<file path="config.mk">
export PLATFORM = sky130hd
export DESIGN_NAME = mastermind_board_renderer
export DESIGN_NICKNAME = d
export VERILOG_FILES = /design/src/rtl/mm_pkg.sv /design/src/rtl/mm_feedback_pegs.sv /design/src/rtl/mastermind_board_renderer.sv
export SDC_FILE = /design/constraint.sdc
export NUM_CORES = 1
export LEC_CHECK = 0
export CORE_ASPECT_RATIO = 1.4
export CORE_MARGIN = 5
export CORE_UTILIZATION = 50
export CTS_CLUSTER_SIZE = 25
export DETAILED_ROUTE_END_ITERATION = 12
export PLACE_DENSITY = 0.75
export SLEW_MARGIN = 20
export SYNTH_ARGS = -nofsm -noshare
export SYNTH_HDL_FRONTEND = slang
export SYNTH_SLANG_ARGS = --single-unit
</file>
<file path="constraint.sdc">
create_clock -name clk -period 8.8 [get_ports clk]
set_input_delay 2.2 -clock clk [delete_from_list [all_inputs] [get_ports clk]]
set_output_delay 2.2 -clock clk [all_outputs]
set_load 0.01 [all_outputs]
</file>
<file path="src/rtl/mm_pkg.sv">
// Shared colour type, colour codes, peg geometry and the code-to-RGB palette
// used by the Mastermind board renderer and its feedback peg decoder.
package mm_pkg;

   typedef logic [11:0] rgb_t;

   typedef enum logic [1:0] {
      REG_NONE = 2'd0,
      REG_SLOT = 2'd1,
      REG_FB   = 2'd2
   } region_t;

   localparam int unsigned CODE_NONE    = 0;
   localparam int unsigned CODE_BLUE    = 1;
   localparam int unsigned CODE_GREEN   = 2;
   localparam int unsigned CODE_CYAN    = 3;
   localparam int unsigned CODE_RED     = 4;
   localparam int unsigned CODE_YELLOW  = 5;
   localparam int unsigned CODE_MAGENTA = 6;

   localparam rgb_t RGB_BLACK = 12'h000;
   localparam rgb_t RGB_WHITE = 12'hFFF;
   localparam rgb_t RGB_GREY  = 12'h888;
   localparam rgb_t RGB_DARK  = 12'h222;
   localparam rgb_t RGB_RED   = 12'hF00;

   localparam int PEG_PITCH = 24;
   localparam int PEG_CTR   = 12;
   localparam int PEG_R2    = 49;

   function automatic rgb_t palette(input int unsigned code);
      rgb_t c;
      case (code)
         CODE_NONE:    c = RGB_BLACK;
         CODE_BLUE:    c = 12'h00F;
         CODE_GREEN:   c = 12'h0F0;
         CODE_CYAN:    c = 12'h0FF;
         CODE_RED:     c = 12'hF00;
         CODE_YELLOW:  c = 12'hFF0;
         CODE_MAGENTA: c = 12'hF0F;
         default:      c = RGB_GREY;
      endcase
      return c;
   endfunction

endpackage

</file>
<file path="src/rtl/mm_feedback_pegs.sv">
// Feedback peg decoder (present only with MM_FEEDBACK_PEGS_EN): cell-local pixel
// coords -> peg hit and colour from the row's black/white score. Combinational.
`ifdef MM_FEEDBACK_PEGS_EN
module mm_feedback_pegs
   import mm_pkg::*;
#(
   parameter int COLS = 4,
   parameter int FBW  = $clog2(COLS + 1)
) (
   input  logic [FBW-1:0] black,
   input  logic [FBW-1:0] white,
   input  logic [9:0]     lx,
   input  logic [9:0]     ly,
   output logic           hit,
   output rgb_t           rgb
);

   localparam int NPC = (COLS + 1) / 2;

   int lxi;
   int lyi;
   int pc;
   int xbase;
   int ox;
   int oy;
   int k;

   always_comb begin
      lxi   = int'(lx);
      lyi   = int'(ly);
      pc    = 0;
      xbase = 0;
      for (int i = 1; i < NPC; i++) begin
         if (lxi >= i * PEG_PITCH) begin
            pc    = i;
            xbase = i * PEG_PITCH;
         end
      end
      ox = lxi - xbase - PEG_CTR;
      oy = (lyi >= PEG_PITCH) ? (lyi - PEG_PITCH - PEG_CTR) : (lyi - PEG_CTR);
      // pegs are numbered across the top line first, then the bottom line
      k  = (lyi >= PEG_PITCH) ? (NPC + pc) : pc;

      hit = (lxi < NPC * PEG_PITCH) && (lyi < 2 * PEG_PITCH) &&
            ((ox * ox + oy * oy) <= PEG_R2);

      if (k < int'(black)) begin
         rgb = RGB_RED;
      end else if (k < int'(black) + int'(white)) begin
         rgb = RGB_WHITE;
      end else begin
         rgb = RGB_DARK;
      end
   end

endmodule
`endif

</file>
<file path="src/rtl/mastermind_board_renderer.sv">
// Mastermind board renderer: locate -> classify -> colour pipeline, 2 clk pixel latency.
// Define MM_FEEDBACK_PEGS_EN to draw black/white feedback pegs right of each guess row.
module mastermind_board_renderer
   import mm_pkg::*;
#(
   parameter int COLS   = 4,
   parameter int ROWS   = 6,
   parameter int CBITS  = 3,
   parameter int SLOT   = 48,
   parameter int MARGIN = 16,
   parameter int X0     = 300,
   parameter int Y0     = 50
) (
   input  logic                                clk,
   input  logic                                rst_n,
   input  logic                                bright,
   input  logic [9:0]                          hCount,
   input  logic [9:0]                          vCount,
   input  logic [ROWS*COLS*CBITS-1:0]          matrix_flat,
   input  logic [ROWS*2*$clog2(COLS+1)-1:0]    fb_flat,
   input  logic [$clog2(ROWS)-1:0]             guess_num,
   input  logic [$clog2(COLS)-1:0]             cursor_index,
   input  logic [CBITS-1:0]                    current_color,
   input  logic                                q_Input,
   output logic [3:0]                          vgaR,
   output logic [3:0]                          vgaG,
   output logic [3:0]                          vgaB
);

   localparam int PITCH   = SLOT + MARGIN;
   localparam int FBW     = $clog2(COLS + 1);
   localparam int RW      = $clog2(ROWS);
   localparam int CW      = $clog2(COLS);
   localparam int NPC     = (COLS + 1) / 2;
   localparam int FX      = X0 + COLS * PITCH;
   localparam int GRID_W  = COLS * PITCH - MARGIN;
   localparam int GRID_H  = ROWS * PITCH - MARGIN;
   localparam int DISC_R2 = (SLOT / 3) * (SLOT / 3);

   if (X0 + COLS * PITCH + NPC * PEG_PITCH > 640) begin : g_width_check
      $error("mastermind_board_renderer: board plus feedback area exceeds 640 pixels");
   end

   // stage 1: pixel location
   logic          bright1_q, bright1_d;
   logic          blink1_q, blink1_d;
   region_t       region_q, region_d;
   logic [RW-1:0] row_q, row_d;
   logic [CW-1:0] col_q, col_d;
   logic [9:0]    dx_q, dx_d;
   logic [9:0]    dy_q, dy_d;
   logic [4:0]    frame_q, frame_d;

   // stage 2: hit classification
   logic             bright2_q, bright2_d;
   logic             disc_hit_q, disc_hit_d;
   logic             border_q, border_d;
   logic [CBITS-1:0] sel_code_q, sel_code_d;

   // stage 3: colour
   rgb_t rgb_q, rgb_d;

   int   hoff;
   int   voff;
   int   cbase;
   int   rbase;
   int   dxi;
   int   dyi;
   logic in_v;
   logic in_slot;
   logic in_fb;
`ifdef MM_FEEDBACK_PEGS_EN
   int   fxoff;
`endif

   always_comb begin
      hoff  = int'(hCount) - X0;
      voff  = int'(vCount) - Y0;
      col_d = '0;
      cbase = 0;
      for (int i = 1; i < COLS; i++) begin
         if (hoff >= i * PITCH) begin
            col_d = CW'(i);
            cbase = i * PITCH;
         end
      end
      row_d = '0;
      rbase = 0;
      for (int i = 1; i < ROWS; i++) begin
         if (voff >= i * PITCH) begin
            row_d = RW'(i);
            rbase = i * PITCH;
         end
      end
      dxi     = hoff - cbase;
      dyi     = voff - rbase;
      in_v    = (voff >= 0) && (voff < GRID_H) && (dyi < SLOT);
      in_slot = in_v && (hoff >= 0) && (hoff < GRID_W) && (dxi < SLOT);
`ifdef MM_FEEDBACK_PEGS_EN
      fxoff   = int'(hCount) - FX;
      in_fb   = in_v && (fxoff >= 0) && (fxoff < NPC * PEG_PITCH);
`else
      in_fb   = 1'b0;
`endif
      region_d = REG_NONE;
      dx_d     = '0;
      dy_d     = '0;
      if (in_slot) begin
         region_d = REG_SLOT;
         dx_d     = 10'(dxi);
         dy_d     = 10'(dyi);
      end else if (in_fb) begin
         region_d = REG_FB;
`ifdef MM_FEEDBACK_PEGS_EN
         dx_d     = 10'(fxoff);
`endif
         dy_d     = 10'(dyi);
      end
      bright1_d = bright;
      blink1_d  = ~frame_q[4];
      frame_d   = (hCount == 10'd0 && vCount == 10'd0) ? frame_q + 5'd1 : frame_q;
   end

   logic [CBITS-1:0] code;
   int               ex;
   int               ey;
   int               dxq;
   int               dyq;
   logic             disc;
   logic             rim_px;
   logic             act_row;
   logic             preview;

   always_comb begin
      code = '0;
      for (int r = 0; r < ROWS; r++) begin
         for (int c = 0; c < COLS; c++) begin
            if (row_q == RW'(r) && col_q == CW'(c)) begin
               code = matrix_flat[(r*COLS+c)*CBITS +: CBITS];
            end
         end
      end
      dxq    = int'(dx_q);
      dyq    = int'(dy_q);
      ex     = dxq - SLOT / 2;
      ey     = dyq - SLOT / 2;
      disc   = (ex * ex + ey * ey) <= DISC_R2;
      rim_px = (dxq < 2) || (dxq >= SLOT - 2) || (dyq < 2) || (dyq >= SLOT - 2);
      // row_q/col_q never exceed ROWS-1/COLS-1, so out-of-range selectors never match
      act_row = q_Input && (row_q == guess_num);
      preview = act_row && blink1_q && (col_q == cursor_index) && (code == '0);

      bright2_d  = bright1_q;
      disc_hit_d = (region_q == REG_SLOT) && disc && ((code != '0) || preview);
      border_d   = (region_q == REG_SLOT) && act_row && rim_px && !disc;
      sel_code_d = preview ? current_color : code;
   end

`ifdef MM_FEEDBACK_PEGS_EN
   logic [FBW-1:0] fb_black;
   logic [FBW-1:0] fb_white;
   logic           peg_hit;
   rgb_t           peg_rgb;
   logic           peg_hit_q, peg_hit_d;
   rgb_t           peg_rgb_q, peg_rgb_d;

   always_comb begin
      fb_black = '0;
      fb_white = '0;
      for (int r = 0; r < ROWS; r++) begin
         if (row_q == RW'(r)) begin
            fb_black = fb_flat[r*2*FBW +: FBW];
            fb_white = fb_flat[r*2*FBW+FBW +: FBW];
         end
      end
      peg_hit_d = (region_q == REG_FB) && peg_hit;
      peg_rgb_d = peg_rgb;
   end

   mm_feedback_pegs #(
      .COLS (COLS),
      .FBW  (FBW)
   ) u_pegs (
      .black (fb_black),
      .white (fb_white),
      .lx    (dx_q),
      .ly    (dy_q),
      .hit   (peg_hit),
      .rgb   (peg_rgb)
   );

   always_ff @(posedge clk or negedge rst_n) begin
      if (!rst_n) begin
         peg_hit_q <= 1'b0;
         peg_rgb_q <= RGB_BLACK;
      end else begin
         peg_hit_q <= peg_hit_d;
         peg_rgb_q <= peg_rgb_d;
      end
   end
`else
   logic unused_fb;
   assign unused_fb = ^fb_flat;
`endif

   always_comb begin
      rgb_d = RGB_BLACK;
      if (bright2_q) begin
         if (border_q) begin
            rgb_d = RGB_WHITE;
         end else if (disc_hit_q) begin
            rgb_d = palette(32'(sel_code_q));
`ifdef MM_FEEDBACK_PEGS_EN
         end else if (peg_hit_q) begin
            rgb_d = peg_rgb_q;
`endif
         end
      end
   end

   always_ff @(posedge clk or negedge rst_n) begin
      if (!rst_n) begin
         bright1_q  <= 1'b0;
         blink1_q   <= 1'b0;
         region_q   <= REG_NONE;
         row_q      <= '0;
         col_q      <= '0;
         dx_q       <= '0;
         dy_q       <= '0;
         frame_q    <= '0;
         bright2_q  <= 1'b0;
         disc_hit_q <= 1'b0;
         border_q   <= 1'b0;
         sel_code_q <= '0;
         rgb_q      <= RGB_BLACK;
      end else begin
         bright1_q  <= bright1_d;
         blink1_q   <= blink1_d;
         region_q   <= region_d;
         row_q      <= row_d;
         col_q      <= col_d;
         dx_q       <= dx_d;
         dy_q       <= dy_d;
         frame_q    <= frame_d;
         bright2_q  <= bright2_d;
         disc_hit_q <= disc_hit_d;
         border_q   <= border_d;
         sel_code_q <= sel_code_d;
         rgb_q      <= rgb_d;
      end
   end

   assign vgaR = rgb_q[11:8];
   assign vgaG = rgb_q[7:4];
   assign vgaB = rgb_q[3:0];

endmodule

</file>
==> results.cfg <==
[logic_synthesis]
synthDistinctLibCells = 76
postSynthCellCount = 1408
async_reset_ff_share_pct = 100.0
yosys-top-cells-area = fa_1 39%, ha_1 11%, inv_1 11%
number_of_enable_type_register_cells_in_the_synthesized_netlist = 0
syn-mean-instance-area_um2 = 9.078
ys_warnings = 0
ys_seq_elements = 45
yosysTopAreaCellShare_pct = 39.00
synthesized_cell_area_um2 = 12780
yosysTopAreaCell = fa_1
synth.yosys.seq_area_share_pct = 8.810
yosys_most_used_dff = dfrtp_1

[clocking]
cts_tree = done
cts.htree.levels = 2
cts.clk_slew.worst_paths_ns = 0.07
cts_sinks = 45
clockBufferDepth = 2
tritoncts.num_buffers = 5
cts.root.buffer_cell = clkbuf_16
clock_latency_on_the_worst_skew_pair_ns = 0.28

[routing]
via_per_inst = 5.330
number_of_routed_nets_with_antenna_violations = 0
drt-pass1-iter-count = 5
route.detailed.drc = 0
drt_iter0_drc = 439
routed_wl_um = 30660
wl_per_cell_um = 16.63
route.vias.total = 9824

[timing]
grt_setup_unrepaired = false
slew_headroom_pct = 26.94
worst_clock_skew_ns = 0.005430
hold_viol_final = 0
finalSetupTns_ns = 0
setup-violations-final = 0
final_min_period_over_clock_period_pct = 92.69
report.final.slew_viol_count = 0
post-route-min-period_ns = 8.156
worst_slew_pin_slew_ns = 1.096
timing.fmax_mhz = 122.6

[global_route]
grt_pass1_wl_um = 50700
grt_pass1_vias = 10650
grt_util_all_layers_pct = 21.45
pin_count_of_the_biggest_net_entering_global_routing = 47
antenna_found_initial = 0
overflow = 0

[setup_path]
timing.critical_path.fanout_max = 12
timing.setup.critical_path_class = reg -> reg
worstPathCellList = buf_4 > a21oi_1 > nand2_1 > inv_1 > nand2_1 > fa_1 > inv_1 > fa_1 > fa_1 > fa_1 > fa_1 > fa_1 > fa_1 > ha_1 > a21o_1 > a21o_1 > a2111oi_0 > o21ai_0 > a2111oi_0 > and4b_1 > a31oi_1 > and4bb_1
required_ns = 8.98
r2r.worst_path.cells = 22
cp-end-kind = register
worst_setup_path_start_kind = register
crit_path_top_delay_cell = fa_1
max_stage_delay_ns = 0.70
crit_top_cell = fa_1
crit_arrival_ns = 8.33

[layout]
antenna_cells_inserted = 0
synthToLayoutAreaGrowth_pct = 13.48
mostFrequentLayoutCell = inv_1
finish.net_count = 2021
share_of_post_route_cells_with_drive_strength_above_1_pct = 5.709
layout.cells.most_common_list = 362 x inv_1, 249 x fa_1, 114 x clkdlybuf4s50_1

[worst_hold_path]
min-delay-path-class = reg -> reg
hold-path-cell-count = 0

[floorplanning]
rows = 69
top_level_ports = 152
starting_density_of_the_core_pct = 50.53
fp.dieArea_um2 = 28910
die_height_um = 199.2
placeableCoreArea_um2 = 25300
die_w_um = 145.1

[placement]
portBuffers = 115
hpwlAfterDp_um = 27060
final_weighted_congestion_in_routability_driven_placement = 0.8971

[status]
run_status = completed

[flow_run]
total_of_max_cap_violations = 0
==> path summary, 6_finish.rpt <==
kind | startpoint | end | slack (ns)
worst max register to register | dy_q[3]$_DFF_PN0_ | border_q$_DFF_PN0_ | 0.64
worst max-delay path | dy_q[3]$_DFF_PN0_ | border_q$_DFF_PN0_ | 0.64
max in group asynchronous | rst_n | dy_q[2]$_DFF_PN0_ | 6.15
worst min-delay path | bright1_q$_DFF_PN0_ | bright2_q$_DFF_PN0_ | 0.36
worst min register to register | bright1_q$_DFF_PN0_ | bright2_q$_DFF_PN0_ | 0.36
min in group asynchronous | rst_n | rgb_q[3]$_DFF_PN0_ | 2.05
==> flip-flops by register name, summed over array words and instances, names as in the netlist, 2 cells and up <==
register	cells
col_q	2
dx_q	10
dy_q	10
frame_q	5
rgb_q	6
row_q	3
sel_code_q	3
==> stage by stage <==
| step | hold WS [ns] | instances | setup slack, ns | cell area [um2] | util, % |
|---|---|---|---|---|---|
| floorplan | 0.3312 | 1411 | 1.130 | 12790 | - |
| finish | 0.3631 | 1843 | 0.6435 | 14510 | 57.34 |
| detailed placement | 0.3517 | 1835 | 0.5446 | 14350 | 56.74 |
| CTS | 0.3674 | 1843 | 0.5125 | 14500 | 57.32 |
| global placement | 0.3387 | 1835 | 0.6163 | 14350 | 56.74 |
| global route | 0.3739 | 1843 | 0.09576 | 14510 | 57.34 |
==> Yosys cell counts (5+ instances only) <==
master / number
nand2_1: 86
mux2i_1: 18
xor2_1: 16
o2111ai_1: 5
clkbuf_1: 19
nor3_1: 13
o21a_1: 7
nand3_1: 20
o22ai_1: 7
buf_2: 7
mux2_2: 7
nor2_2: 18
o21bai_1: 6
a211oi_1: 8
nand4_1: 11
and3_1: 7
nor2b_1: 19
fa_1: 249
nor2_1: 94
nor4b_1: 5
nand2b_1: 25
o211ai_1: 5
a21oi_1: 37
buf_4: 6
a21o_1: 8
or2_2: 10
nor4_1: 5
dfrtp_1: 45
o21ai_0: 28
a31oi_1: 11
xnor2_1: 40
ha_1: 109
and2_1: 15
inv_1: 362
==> critical path, delay by kind of cell, from the launching register on <==
family                   cells  cell delay (ns)
AO/OA/AOI/OAI                7             1.94
adder cells (fa/ha/maj)      8             4.11
buffers and inverters        3             0.54
flip-flops                   1             0.39
AND/OR/NAND/NOR              4             1.06
==> cells by family after synthesis <==
family          synth area share (%)
compound gates                 8.780
xor+xnor                       3.964
fa+ha+maj                      49.67
buf+inv                        12.08
flops                          8.810
mux                            2.555
other cells                  0.02934
simple gates                   14.12
==> repair_timing <==
action | in CTS | in global routing
hold buffers | 0 | 0
setup buffers | 0 | 0
resized for setup | 0 | 1
endpoints found under the setup margin | 0 | 2
==> layer usage <==
| layer | global-route usage [%] | part of all wire [%] | up-vias |
|---|---|---|---|
| li1 | - | - | 4612 |
| met1 | 24.41 | 36 | 4881 |
| met2 | 41.21 | 56 | 231 |
| met3 | 1.701 | 3.3 | 100 |
| met4 | 9.125 | 5.2 | 0 |
| met5 | 0 | 0 | - |
==> area by class of cell <==
class,instances,area [um2]
multi-input combinational,967,10130
sequential,45,1126
inverter,363,1363
clock buffer,5,125.1
tap,319,399.1
clock inverter,3,21.27
fill,2255,10790
timing repair buffer,141,1341
Power is left out: the tool's default activity adds up to more than one toggle a clock period on the data nets, which glitch-free logic cannot reach.
